==> src/rtl/asyncio_transfer.sv <==
// asyncio_transfer: moves a block of 32-bit words between one selected stream
// port and a word-addressed memory port. Mode 0 pulls words from in_* and
// stores them; mode 1 loads words and pushes them out on out_*. One word is
// in flight at a time; done (and error for a bad port select) pulse once.
module asyncio_transfer #(
    parameter int ID_WIDTH      = 2,
    parameter int NO_OF_PORTS   = 4,
    parameter int ADDRESS_WIDTH = 32,
    parameter int LENGTH_WIDTH  = 24
) (
    input  logic                       clk,
    input  logic                       rst,
    input  logic                       start,
    input  logic                       mode,
    input  logic [LENGTH_WIDTH-1:0]    length,
    input  logic [ADDRESS_WIDTH-1:0]   address,
    input  logic [ID_WIDTH-1:0]        io_id,
    input  logic [NO_OF_PORTS-1:0]     in_valid,
    input  logic [NO_OF_PORTS*32-1:0]  in_data,
    output logic [NO_OF_PORTS-1:0]     in_ready,
    output logic [NO_OF_PORTS-1:0]     out_valid,
    output logic [NO_OF_PORTS*32-1:0]  out_data,
    input  logic [NO_OF_PORTS-1:0]     out_ready,
    output logic                       memory_op_enable,
    output logic                       memory_op_write,
    input  logic                       memory_op_ready,
    output logic [31:0]                word_to_store,
    input  logic [31:0]                word_loaded,
    output logic [ADDRESS_WIDTH-1:0]   address_out,
    output logic [LENGTH_WIDTH-1:0]    length_out,
    output logic                       busy,
    output logic                       done,
    output logic                       error
);

    localparam logic [2:0] S_IDLE  = 3'd0;
    localparam logic [2:0] S_GET   = 3'd1;
    localparam logic [2:0] S_STORE = 3'd2;
    localparam logic [2:0] S_LOAD  = 3'd3;
    localparam logic [2:0] S_PUT   = 3'd4;

    localparam logic [ID_WIDTH:0] LP_PORTS = (ID_WIDTH+1)'(NO_OF_PORTS);

    logic [2:0]               r_state;
    logic [ID_WIDTH-1:0]      r_io_id;
    logic [ADDRESS_WIDTH-1:0] r_addr;
    logic [LENGTH_WIDTH-1:0]  r_len;
    logic [31:0]              r_word_store;
    logic [31:0]              r_word_load;
    logic                     r_done;
    logic                     r_error;

    logic [NO_OF_PORTS-1:0]   w_sel;
    logic [31:0]              w_in_data;
    logic                     w_in_valid;
    logic                     w_out_ready;
    logic                     w_bad_id;
    logic                     w_last;

    assign w_bad_id    = ({1'b0, io_id} >= LP_PORTS);
    assign w_last      = (r_len == LENGTH_WIDTH'(1));
    assign w_in_valid  = |(in_valid & w_sel);
    assign w_out_ready = |(out_ready & w_sel);

    // Decode the latched port select into a one-hot lane mask and pick its input word
    always_comb begin
        w_sel     = '0;
        w_in_data = '0;
        for (int unsigned i = 0; i < NO_OF_PORTS; i++) begin
            if (r_io_id == ID_WIDTH'(i)) begin
                w_sel[i]  = 1'b1;
                w_in_data = in_data[32*i +: 32];
            end
        end
    end

    // Transfer sequencer: command capture, stream/memory handshakes, counters
    always_ff @(posedge clk) begin
        if (rst) begin
            r_state      <= S_IDLE;
            r_io_id      <= '0;
            r_addr       <= '0;
            r_len        <= '0;
            r_word_store <= '0;
            r_word_load  <= '0;
            r_done       <= 1'b0;
            r_error      <= 1'b0;
        end else begin
            r_done  <= 1'b0;
            r_error <= 1'b0;
            case (r_state)
                S_IDLE: begin
                    if (start) begin
                        // Rejected commands leave the previous address/length visible.
                        if (w_bad_id) begin
                            r_done  <= 1'b1;
                            r_error <= 1'b1;
                        end else if (length == '0) begin
                            r_done <= 1'b1;
                        end else begin
                            r_io_id <= io_id;
                            r_addr  <= address;
                            r_len   <= length;
                            r_state <= mode ? S_LOAD : S_GET;
                        end
                    end
                end
                S_GET: begin
                    if (w_in_valid) begin
                        r_word_store <= w_in_data;
                        r_state      <= S_STORE;
                    end
                end
                S_STORE: begin
                    if (memory_op_ready) begin
                        r_addr <= r_addr + ADDRESS_WIDTH'(4);
                        r_len  <= r_len - LENGTH_WIDTH'(1);
                        if (w_last) begin
                            r_state <= S_IDLE;
                            r_done  <= 1'b1;
                        end else begin
                            r_state <= S_GET;
                        end
                    end
                end
                S_LOAD: begin
                    if (memory_op_ready) begin
                        r_word_load <= word_loaded;
                        r_state     <= S_PUT;
                    end
                end
                S_PUT: begin
                    if (w_out_ready) begin
                        r_addr <= r_addr + ADDRESS_WIDTH'(4);
                        r_len  <= r_len - LENGTH_WIDTH'(1);
                        if (w_last) begin
                            r_state <= S_IDLE;
                            r_done  <= 1'b1;
                        end else begin
                            r_state <= S_LOAD;
                        end
                    end
                end
                default: r_state <= S_IDLE;
            endcase
        end
    end

    // Stream-side outputs: only the selected lane is ever active, and only in GET/PUT
    always_comb begin
        in_ready  = '0;
        out_valid = '0;
        out_data  = '0;
        if (r_state == S_GET) begin
            in_ready = w_sel;
        end
        if (r_state == S_PUT) begin
            out_valid = w_sel;
            for (int unsigned i = 0; i < NO_OF_PORTS; i++) begin
                if (w_sel[i]) begin
                    out_data[32*i +: 32] = r_word_load;
                end
            end
        end
    end

    assign memory_op_enable = (r_state == S_STORE) || (r_state == S_LOAD);
    assign memory_op_write  = (r_state == S_STORE);
    assign word_to_store    = r_word_store;
    assign address_out      = r_addr;
    assign length_out       = r_len;
    assign busy             = (r_state != S_IDLE);
    assign done             = r_done;
    assign error            = r_error;

endmodule

==> config.mk <==
export PLATFORM = sky130hd
export DESIGN_NAME = asyncio_transfer
export DESIGN_NICKNAME = d
export VERILOG_FILES = /design/src/rtl/asyncio_transfer.sv
export SDC_FILE = /design/constraint.sdc
export NUM_CORES = 1
export LEC_CHECK = 0
export ABC_AREA = 1
export BUFFER_PORTS_ARGS = -buffer_cell sky130_fd_sc_hd__buf_2
export CORE_AREA = 2 2 178 180
export CTS_CLUSTER_SIZE = 10
export DETAILED_ROUTE_END_ITERATION = 12
export DIE_AREA = 0 0 180 182
export PLACE_DENSITY = 0.63
export RECOVER_POWER = 25
export SLEW_MARGIN = 20
export SYNTH_ARGS = -nofsm -noshare
export SYNTH_HDL_FRONTEND = slang
export SYNTH_SLANG_ARGS = --single-unit
==> constraint.sdc <==
create_clock -name clk -period 2 [get_ports clk]
set_input_delay 0.2 -clock clk [delete_from_list [all_inputs] [get_ports clk]]
set_output_delay 0.2 -clock clk [all_outputs]
set_load 0.1 [all_outputs]
==> results of run 1 <==
## flip-flops by register name, indices dropped and copies added, names as in the netlist
signal         flops
r_state            3
r_io_id            2
done               1
word_to_store     32
r_word_load       32
address_out       32
length_out        24
## tightest hold or removal path, cell delays in order
cell and delay (ns):
buf_2 0.09, nand2_1 0.05, a311oi_1 0.08
## logic make-up (layout without fill, tap and decap cells)
kind of cell,after synthesis,count (layout),synth area share
AND/OR/NAND/NOR,903,903,0.4372
flip-flops,126,126,0.3084
XOR/XNOR,10,10,0.01071
adder cells (fa/ha/maj),3,3,0.004590
buffers and inverters,188,669,0.09072
AO/OA/AOI/OAI,216,216,0.1479
other,1,7,0.0004585
## through the flow
stage / power (µW) / util
6_report: 19310 / 0.4917
5_1_grt: 20490 / 0.4915
4_1_cts: 19250 / 0.4853
3_5_place_dp: 15390 / 0.4402
3_3_place_gp: 15280 / 0.4402
2_1_floorplan: 12750 / -
## worst max path at each step
stage / slack (ns) / endpoint / depth (start not counted) / from
finish: -0.12 / out_data[17] / 9 / r_state[1]
global route: -0.21 / out_data[51] / 9 / r_state[1]
CTS: -0.08 / out_data[16] / 9 / r_state[0]
detailed placement: 0.16 / address_out[27] / 9 / length[1]
global placement: 0.20 / out_data[12] / 9 / r_state[0]
floorplan: -1.46 / out_data[66] / 7 / r_io_id[1]
## per-layer routing
layer	wire length (µm)	track usage	up-vias
li1	-	-	5502
met1	17780	0.3112	5225
met2	19440	0.3922	440
met3	2806	0.05535	57
met4	919	0.06634	0
met5	0	0	-
## what timing repair did
item | CTS | global route
hold buffers | 0 | 0
hold endpoints to repair | 0 | 0
gates cloned | 6 | 4
pin swaps | 16 | 7
setup endpoints to repair | 126 | 144
buffers inserted | 15 | 5
gates resized for setup | 136 | 21
## power by group through the flow
stage	Clock (µW)	Combinational (µW)	Sequential (µW)
detailed placement	0	11300	4090
floorplan	0	4660	8080
global route	3830	12500	4180
finish	3610	11600	4080
global placement	0	11200	4080
CTS	3690	11500	4040
## area by class of cell
type / instances / area (µm²)
Tap cell: 402 / 503.0
Timing Repair inverter: 1 / 6.256
Sequential cell: 126 / 2555
Clock inverter: 14 / 242.7
Antenna cell: 6 / 15.01
Multi-Input combinational cell: 1133 / 5891
Fill cell: 3028 / 15750
Timing Repair Buffer: 521 / 5134
Clock buffer: 17 / 425.4
Inverter: 116 / 462.9
## cell usage in the layout, fill, tap and decap left out, types with 4 or more instances in the layout
| cell | n |
|---|---|
| nor2_2 | 19 |
| a211oi_1 | 14 |
| inv_1 | 105 |
| buf_4 | 33 |
| or2_2 | 5 |
| buf_12 | 145 |
| inv_2 | 5 |
| xor2_1 | 10 |
| clkinv_4 | 5 |
| dfxtp_2 | 20 |
| nand2_1 | 502 |
| inv_4 | 4 |
| buf_6 | 9 |
| bufinv_16 | 6 |
| a221oi_1 | 7 |
| o21ai_0 | 61 |
| a311oi_1 | 11 |
| clkbuf_16 | 20 |
| diode_2 | 6 |
| a21oi_1 | 112 |
| nand3_1 | 59 |
| nor2_1 | 173 |
| clkbuf_2 | 55 |
| buf_2 | 267 |
| nor2_4 | 126 |
| nand4_1 | 7 |
| dfxtp_1 | 104 |
| buf_16 | 6 |
==> impl_metrics.ini, run 1 <==
[sta]
maxSlewViolCount = 0
setup_viol = 124
hold_viol = 0
fmax_mhz = 472.4
hold_ws_ns = 0.05223
tns_ns = -6.641
grt_setup_unrepaired = true
skew_ns = 0.01561
finalCriticalPeriod_ns = 2.117
fin_crit_sh = 1.058
worst_pin_slew_ns = 0.6516
fin_ws_ns = -0.1169
relSlewSlack = 0.5674

[clock_tree]
cts_tree = done
cts.clk_slew.worst_paths_ns = 0.07
htreeDepth = 4
cts.sinks = 126
root_buffer = clkbuf_16
clock_latency_ns = 0.42
cts_buffers = 17
cts_max_path_buffers = 2

[placed_design]
dp_slack_ns = 0.1551
hpwl_mm = 30.75
io_buffers = 458
dp.cells = 2269
detailed_place.area_mm2 = 0.01364
gp_congestion = 0.9330

[synth]
avgSynthCellArea_um2 = 5.652
synth_top_area_cell = dfxtp_1
synth_cells = 1447
netlist_area_mm2 = 0.008179
synth_edf_count = 0
synth-seq-cells = 126
synthTopCellsByCount = nand2_1 (504), nor2_1 (312), dfxtp_1 (126), a21oi_1 (112), inv_1 (111)
async_flop_share = 0
yosys_warnings = 0
ys.flop_type = dfxtp_1
ys_seq_area_frac = 0.3084
syn_nets = 1681
netlist_top_cells_area = dfxtp_1 (31%), nand2_1 (23%), nor2_1 (14%)
synth_top_cell_area_share = 0.3084
synth.most_common_cell = nand2_1
ys_types = 36

[die]
die_area_mm2 = 0.03276
die_h_um = 182
core-area_mm2 = 0.03099
start_util = 0.2640
die_w_um = 180
io_pins = 460
rows = 65

[power]
seqPwrFrac = 0.211
p_clk_frac = 0.187
internal_power_uw = 8228
p_leak_uw = 0.006509
peakVddDrop_mv = 1.805
power_switching_share = 0.5739
p_sw_uw = 11080
combPwrFrac = 0.602
powerDensity_mw_per_mm2 = 1268

[worst_setup_path]
cp_max_fo = 6
crit_top_cell = nor2_4
cp_data_required_time_ns = 1.80
cp_num_buf_inv = 5
start_kind = register
reg2regPathDepth = 10
cp-end-kind = output port
reg2reg_from = r_state[1]
critPathTopFamily = buffers and inverters
r2r_end = word_to_store[8]
path_cells = inv_2 -> nand2_4 -> nor2_4 -> inv_4 -> nor2_4 -> inv_8 -> buf_12 -> nor2_4 -> buf_12
max_stage_delay_ns = 0.33
criticalPathCategory = reg -> out
arrival_ns = 1.92
rrSetupSlack_ns = 0.16
cp_slowest_cell = dfxtp_2

[cells_and_area]
drive_gt1_frac = 0.3849
instances_no_fill = 2336
final_nets = 2150
final_cell_area_mm2 = 0.01523
area_delta_synth_final_pct = 86.26

[min_path]
hp-class = in -> reg
min_from = in_data[121]
whs_endpoint = word_to_store[25]
hold_depth = 3

[routing]
viasPerCell = 4.805
drt_iter0_drc = 736
wl_mm = 40.95
num_vias = 11224
ant_nets = 0
drtPass1Iterations = 5
wl_per_cell_um = 17.53
drc = 0

[outcome]
status = finished with violations
failed_checks = setup timing

[global_route]
grt_pass1_wl_mm = 60.74
grt.total_usage = 0.2381
grt_max_degree = 76
overflow = 0
grt_pass1_vias = 10094
antenna_found_initial = 6

[job]
cap_violations = 0
No activity file was read; power rests on OpenSTA's default activity.
==> run 2, diff against run 1 <==
- BUFFER_PORTS_ARGS: -buffer_cell sky130_fd_sc_hd__buf_2 -> not set
- DONT_BUFFER_PORTS: not set -> 1
- PLACE_DENSITY: 0.63 -> 0.5
==> run 2 against run 1 <==
Largest cell class unchanged. Sequential share of layout area decreased by 0.35 points. Via count decreased by 1.2%. Largest power group unchanged. The flow still finishes with violations (setup timing). Cell area increased by 2.3%. Critical path depth unchanged. Highest routed layer is now met5. Worst hold slack got worse by 0.031 ns. Fmax increased by 0.95%. Critical endpoint is now out_data[49]. Clock skew decreased by 0.0063 ns.
==> impl_metrics.ini, run 2 (same netlist as run 1, synthesis figures left out) <==
[sta]
grt_setup_unrepaired = true
worst_pin_slew_ns = 0.6390
setup_viol = 137
finalCriticalPeriod_ns = 2.097
fin_crit_sh = 1.048
skew_ns = 0.009287
relSlewSlack = 0.5740
hold_viol = 0
fmax_mhz = 476.9
maxSlewViolCount = 0
fin_ws_ns = -0.09686

[cells_and_area]
area_delta_synth_final_pct = 90.64
drive_gt1_frac = 0.2988
final_cell_area_mm2 = 0.01559
layout_common_cells = nand2_1 (500), nor2_1 (171), buf_12 (149), nor2_4 (141), a21oi_1 (107)
final_nets = 2026
layout_commonest_cell = nand2_1

[die]
core-area_mm2 = 0.03099
die_area_mm2 = 0.03276
die_w_um = 180
io_pins = 460
start_util = 0.2640
die_h_um = 182
rows = 65

[placed_design]
hpwl_mm = 29.88
dp_slack_ns = 0.07147
detailed_place.area_mm2 = 0.01285
io_buffers = 0
gp_congestion = 0.9126

[min_path]
hp-class = in -> reg
min_from = in_data[80]

[worst_setup_path]
cp_max_fo = 6
cp-end-kind = output port
reg2reg_from = r_state[1]
arrival_ns = 1.90
path_cells = inv_4 -> nand2_4 -> nor2_4 -> inv_4 -> nor2_4 -> inv_8 -> buf_16 -> nor2_4 -> buf_12
rrSetupSlack_ns = -0.03
critPathTopFamily = buffers and inverters
criticalPathCategory = reg -> out
cp_num_buf_inv = 5
start_kind = register
cp_slowest_cell = dfxtp_4
worstSetupStartpoint = r_state[1]
crit_top_cell = nor2_4
max_stage_delay_ns = 0.35
cp_data_required_time_ns = 1.80

[clock_tree]
clock_latency_ns = 0.43
root_buffer = clkbuf_16
cts_buffers = 17
cts.sinks = 126
cts_max_path_buffers = 2
cts.clk_slew.worst_paths_ns = 0.06
cts_tree = done
htreeDepth = 4

[routing]
ant_nets = 0
num_vias = 11085
drtPass1Iterations = 6
wl_mm = 43.78
wl_per_cell_um = 19.84
viasPerCell = 5.023
drc = 0
drt_iter0_drc = 746

[global_route]
grt.total_usage = 0.2465
grt_max_degree = 76
grt_pass1_vias = 10230
grt_pass1_wl_mm = 62.75
antenna_found_initial = 2
overflow = 0

[power]
peakVddDrop_mv = 0.8724
powerDensity_mw_per_mm2 = 1308
p_leak_uw = 0.006191

[outcome]
failed_checks = setup timing
status = finished with violations

[job]
cap_violations = 0
-- run 2: changes by cell type in the layout (fill, tap and decap cells not counted), sizes merged --
| cell | previous run | this run |
|---|---|---|
| buf | 461 | 256 |
| diode | 6 | 1 |
| clkbuf | 77 | 75 |
| dlygate4sd3 | 0 | 88 |
| clkinv | 6 | 3 |
| bufinv | 6 | 4 |
-- run 2: cell type report --
| type | count | area (µm²) |
|---|---|---|
| Fill cell | 2914 | 15390 |
| Multi-Input combinational cell | 1133 | 5995 |
| Timing Repair Buffer | 398 | 5433 |
| Sequential cell | 126 | 2560 |
| Tap cell | 402 | 503.0 |
| Clock buffer | 21 | 470.5 |
| Inverter | 116 | 467.9 |
| Clock inverter | 10 | 161.4 |
| Antenna cell | 1 | 2.502 |
-- run 2: timing repair --
| item | in CTS | in global routing |
|---|---|---|
| pin swaps | 15 | 12 |
| resized for setup | 108 | 23 |
| endpoints found under the setup margin | 132 | 141 |
| buffers inserted | 13 | 13 |
| endpoints found under the hold margin | 116 | 0 |
| cloned | 10 | 12 |
| hold buffers | 89 | 0 |
-- run 2: through the flow --
stage	cells	utilization	power, µW	hold slack (ns)	TNS [ns]
finish	2207	0.5032	20400	0.02143	-6.517
global route	2206	0.5031	21510	0.02122	-20.15
CTS	2181	0.4902	19530	0.0006134	-7.962
detailed placement	2038	0.4148	15660	0.2849	0
global placement	2038	0.4148	15550	0.2829	0
floorplan	1447	-	12750	0.3592	-125.79
-- run 2: worst paths after layout --
kind | end | cells past startpoint
hold / removal | word_to_store[16] | 2
hold reg to reg | address_out[1] | 2
setup / recovery | out_data[49] | 9
setup reg to reg | address_out[9] | 12
-- run 2: layer usage --
layer | wire, µm | global-route usage
met4 | 1039 | 0.06862
met1 | 18150 | 0.3060
met2 | 21400 | 0.4284
met3 | 3180 | 0.05435
met5 | 14 | 0
-- run 2: power breakdown --
group          switching, µW  internal, µW
clock                   1250          2180
combinational           9590          3480
sequential               655          3250
total                  11500          8910
==> run 3, diff against run 2 <==
- GPL_TIMING_DRIVEN: not set -> 0
==> run 3 against run 2 <==
The flow still finishes with violations (setup timing). Die area did not move. Worst setup slack lost 0.74 ns. Core utilization down 12 points. Critical path depth unchanged. Sequential share of layout area increased by 5.3 points. Fmax down 26%. Count of clock-buffer cells in the layout fell by 3. Register-to-register slack got worse by 0.52 ns. Combinational power shrank 49%. Clock power shrank 4%. Cell area decreased by 24%. First-iteration DRC count decreased by 16%. Largest power group is now registers.
==> impl_metrics.ini, run 3 (same netlist as run 1, synthesis figures left out) <==
[cells_and_area]
area_delta_synth_final_pct = 44.61
layout_common_cells = nand2_1 (499), nor2_1 (171), nor2_4 (144), a21oi_1 (112), inv_1 (102)
fill_cells = 3254
final_nets = 1806
seq_area_mm2 = 0.002572
drive_gt1_frac = 0.1951
diodes = 0
layout_commonest_cell = nand2_1
multiInputGateArea_mm2 = 0.006011
fin_util = 0.3817

[placed_design]
hpwl_mm = 30.28
gp_congestion = 0.9269
io_buffers = 0

[worst_setup_path]
criticalPathCategory = reg -> out
cp-end-kind = output port
reg2regPathDepth = 11
reg2reg_from = address_out[9]
rrSetupSlack_ns = -0.55
start_kind = register
cp_max_fo = 8
r2r_end = address_out[31]
cp_data_required_time_ns = 1.80
arrival_ns = 2.64

[routing]
wl_per_cell_um = 19.92
drc = 0
drtPass1Iterations = 5
viasPerCell = 5.039
drt_iter0_drc = 628
wl_mm = 39.55
num_vias = 10007
ant_nets = 0

[min_path]
min_from = length[14]
hold_depth = 4
hp-class = in -> reg
whs_endpoint = length_out[14]

[sta]
fin_crit_sh = 1.420
maxSlewViolCount = 0
fin_ws_ns = -0.8404
setup_viol = 195
grt_setup_unrepaired = true
skew_ns = 0.01164
finalCriticalPeriod_ns = 2.840
worst_pin_slew_ns = 1.174
relSlewSlack = 0.2164
tns_ns = -117.13
hold_viol = 0
fmax_mhz = 352.1

[die]
start_util = 0.2640
die_h_um = 182
die_w_um = 180
core-area_mm2 = 0.03099
die_area_mm2 = 0.03276
io_pins = 460
rows = 65

[power]
p_leak_uw = 0.004394
peakVddDrop_mv = 0.6734
powerDensity_mw_per_mm2 = 1563

[outcome]
status = finished with violations
failed_checks = setup timing

[clock_tree]
cts_max_path_buffers = 2
cts.sinks = 126
cts.clk_slew.worst_paths_ns = 0.06
cts_tree = done
cts_buffers = 17
root_buffer = clkbuf_16
clock_latency_ns = 0.42
htreeDepth = 4

[global_route]
grt_pass1_wl_mm = 60.05
grt_pass1_vias = 9702
antenna_found_initial = 1
grt.total_usage = 0.2374
overflow = 0
grt_max_degree = 17

[job]
cap_violations = 0
-- run 3: cell count changes in the layout (fill, tap and decap cells not counted), sizes merged --
cell / change
clkinvlp: +3
diode: -1
bufinv: -1
clkbuf: +4
buf: -216
inv: +1
dlygate4sd3: -11
-- run 3: report_power, final --
group          leakage (µW)  internal [µW]  switching, µW
logic               0.00307           2050           4590
clock network      0.000281           2000           1300
registers           0.00104           3260           5290
total               0.00439           7300          11200
-- run 3: through the flow --
stage               cell area [µm²]  power (µW)  setup WS [ns]  hold slack [ns]  std cells
finish                        11830       18480        -0.8404          0.02017       1986
global placement               9324       14610         -2.025           0.3739       1849
CTS                           11820       18590        -0.8552         0.001437       1983
floorplan                      8821       12750         -1.460           0.3592       1447
global route                  11830       19650        -0.9144         0.009375       1986
detailed placement             9480       14690         -1.702           0.3778       1849
-- run 3: worst max path at each step --
stage                     startpoint      endpoint  slack, ns  cells after the start
after floorplan           r_io_id[1]  out_data[66]      -1.46                      7
after global placement    r_io_id[1]  out_data[69]      -2.03                      7
after detailed placement  r_io_id[1]  out_data[84]      -1.70                      7
after CTS                 r_state[1]  out_data[69]      -0.86                      8
after global routing      r_state[1]  out_data[69]      -0.91                      9
final                     r_state[1]  out_data[69]      -0.84                      9
-- run 3: worst max-delay path, cell delays in order, from the launching register on --
cell and delay, ns:
dfxtp_2 0.34, inv_4 0.06, nand2_4 0.05, nor2_4 0.16, inv_4 0.09, nor2_4 0.54
clkinv_4 0.11, buf_12 0.18, clkbuf_16 0.17, nor2_4 0.52
-- run 3: area by class of cell --
type                            instances  share of cell area
Timing Repair Buffer                  106             0.09034
Tap cell                              402             0.04253
Clock buffer                           18             0.03713
Buffer                                 72             0.05078
Multi-Input combinational cell       1133              0.5082
Sequential cell                       126              0.2175
Inverter                              116             0.03967
Clock inverter                         13             0.01386
-- run 3: repair_timing --
item | CTS | global route
buffers inserted | 16 | 2
resized for setup | 193 | 11
hold buffers | 77 | 0
pin swaps | 30 | 12
gates cloned | 10 | 1
hold endpoints to repair | 74 | 0
endpoints found under the setup margin | 260 | 254
-- run 3: metal layers --
| metal | share of wire | GRT usage | vias to the layer above |
|---|---|---|---|
| li1 | - | - | 4818 |
| met1 | 0.43 | 0.3005 | 4674 |
| met2 | 0.46 | 0.3871 | 451 |
| met3 | 0.079 | 0.06839 | 62 |
| met4 | 0.029 | 0.07902 | 2 |
| met5 | 0.00025 | 0 | - |
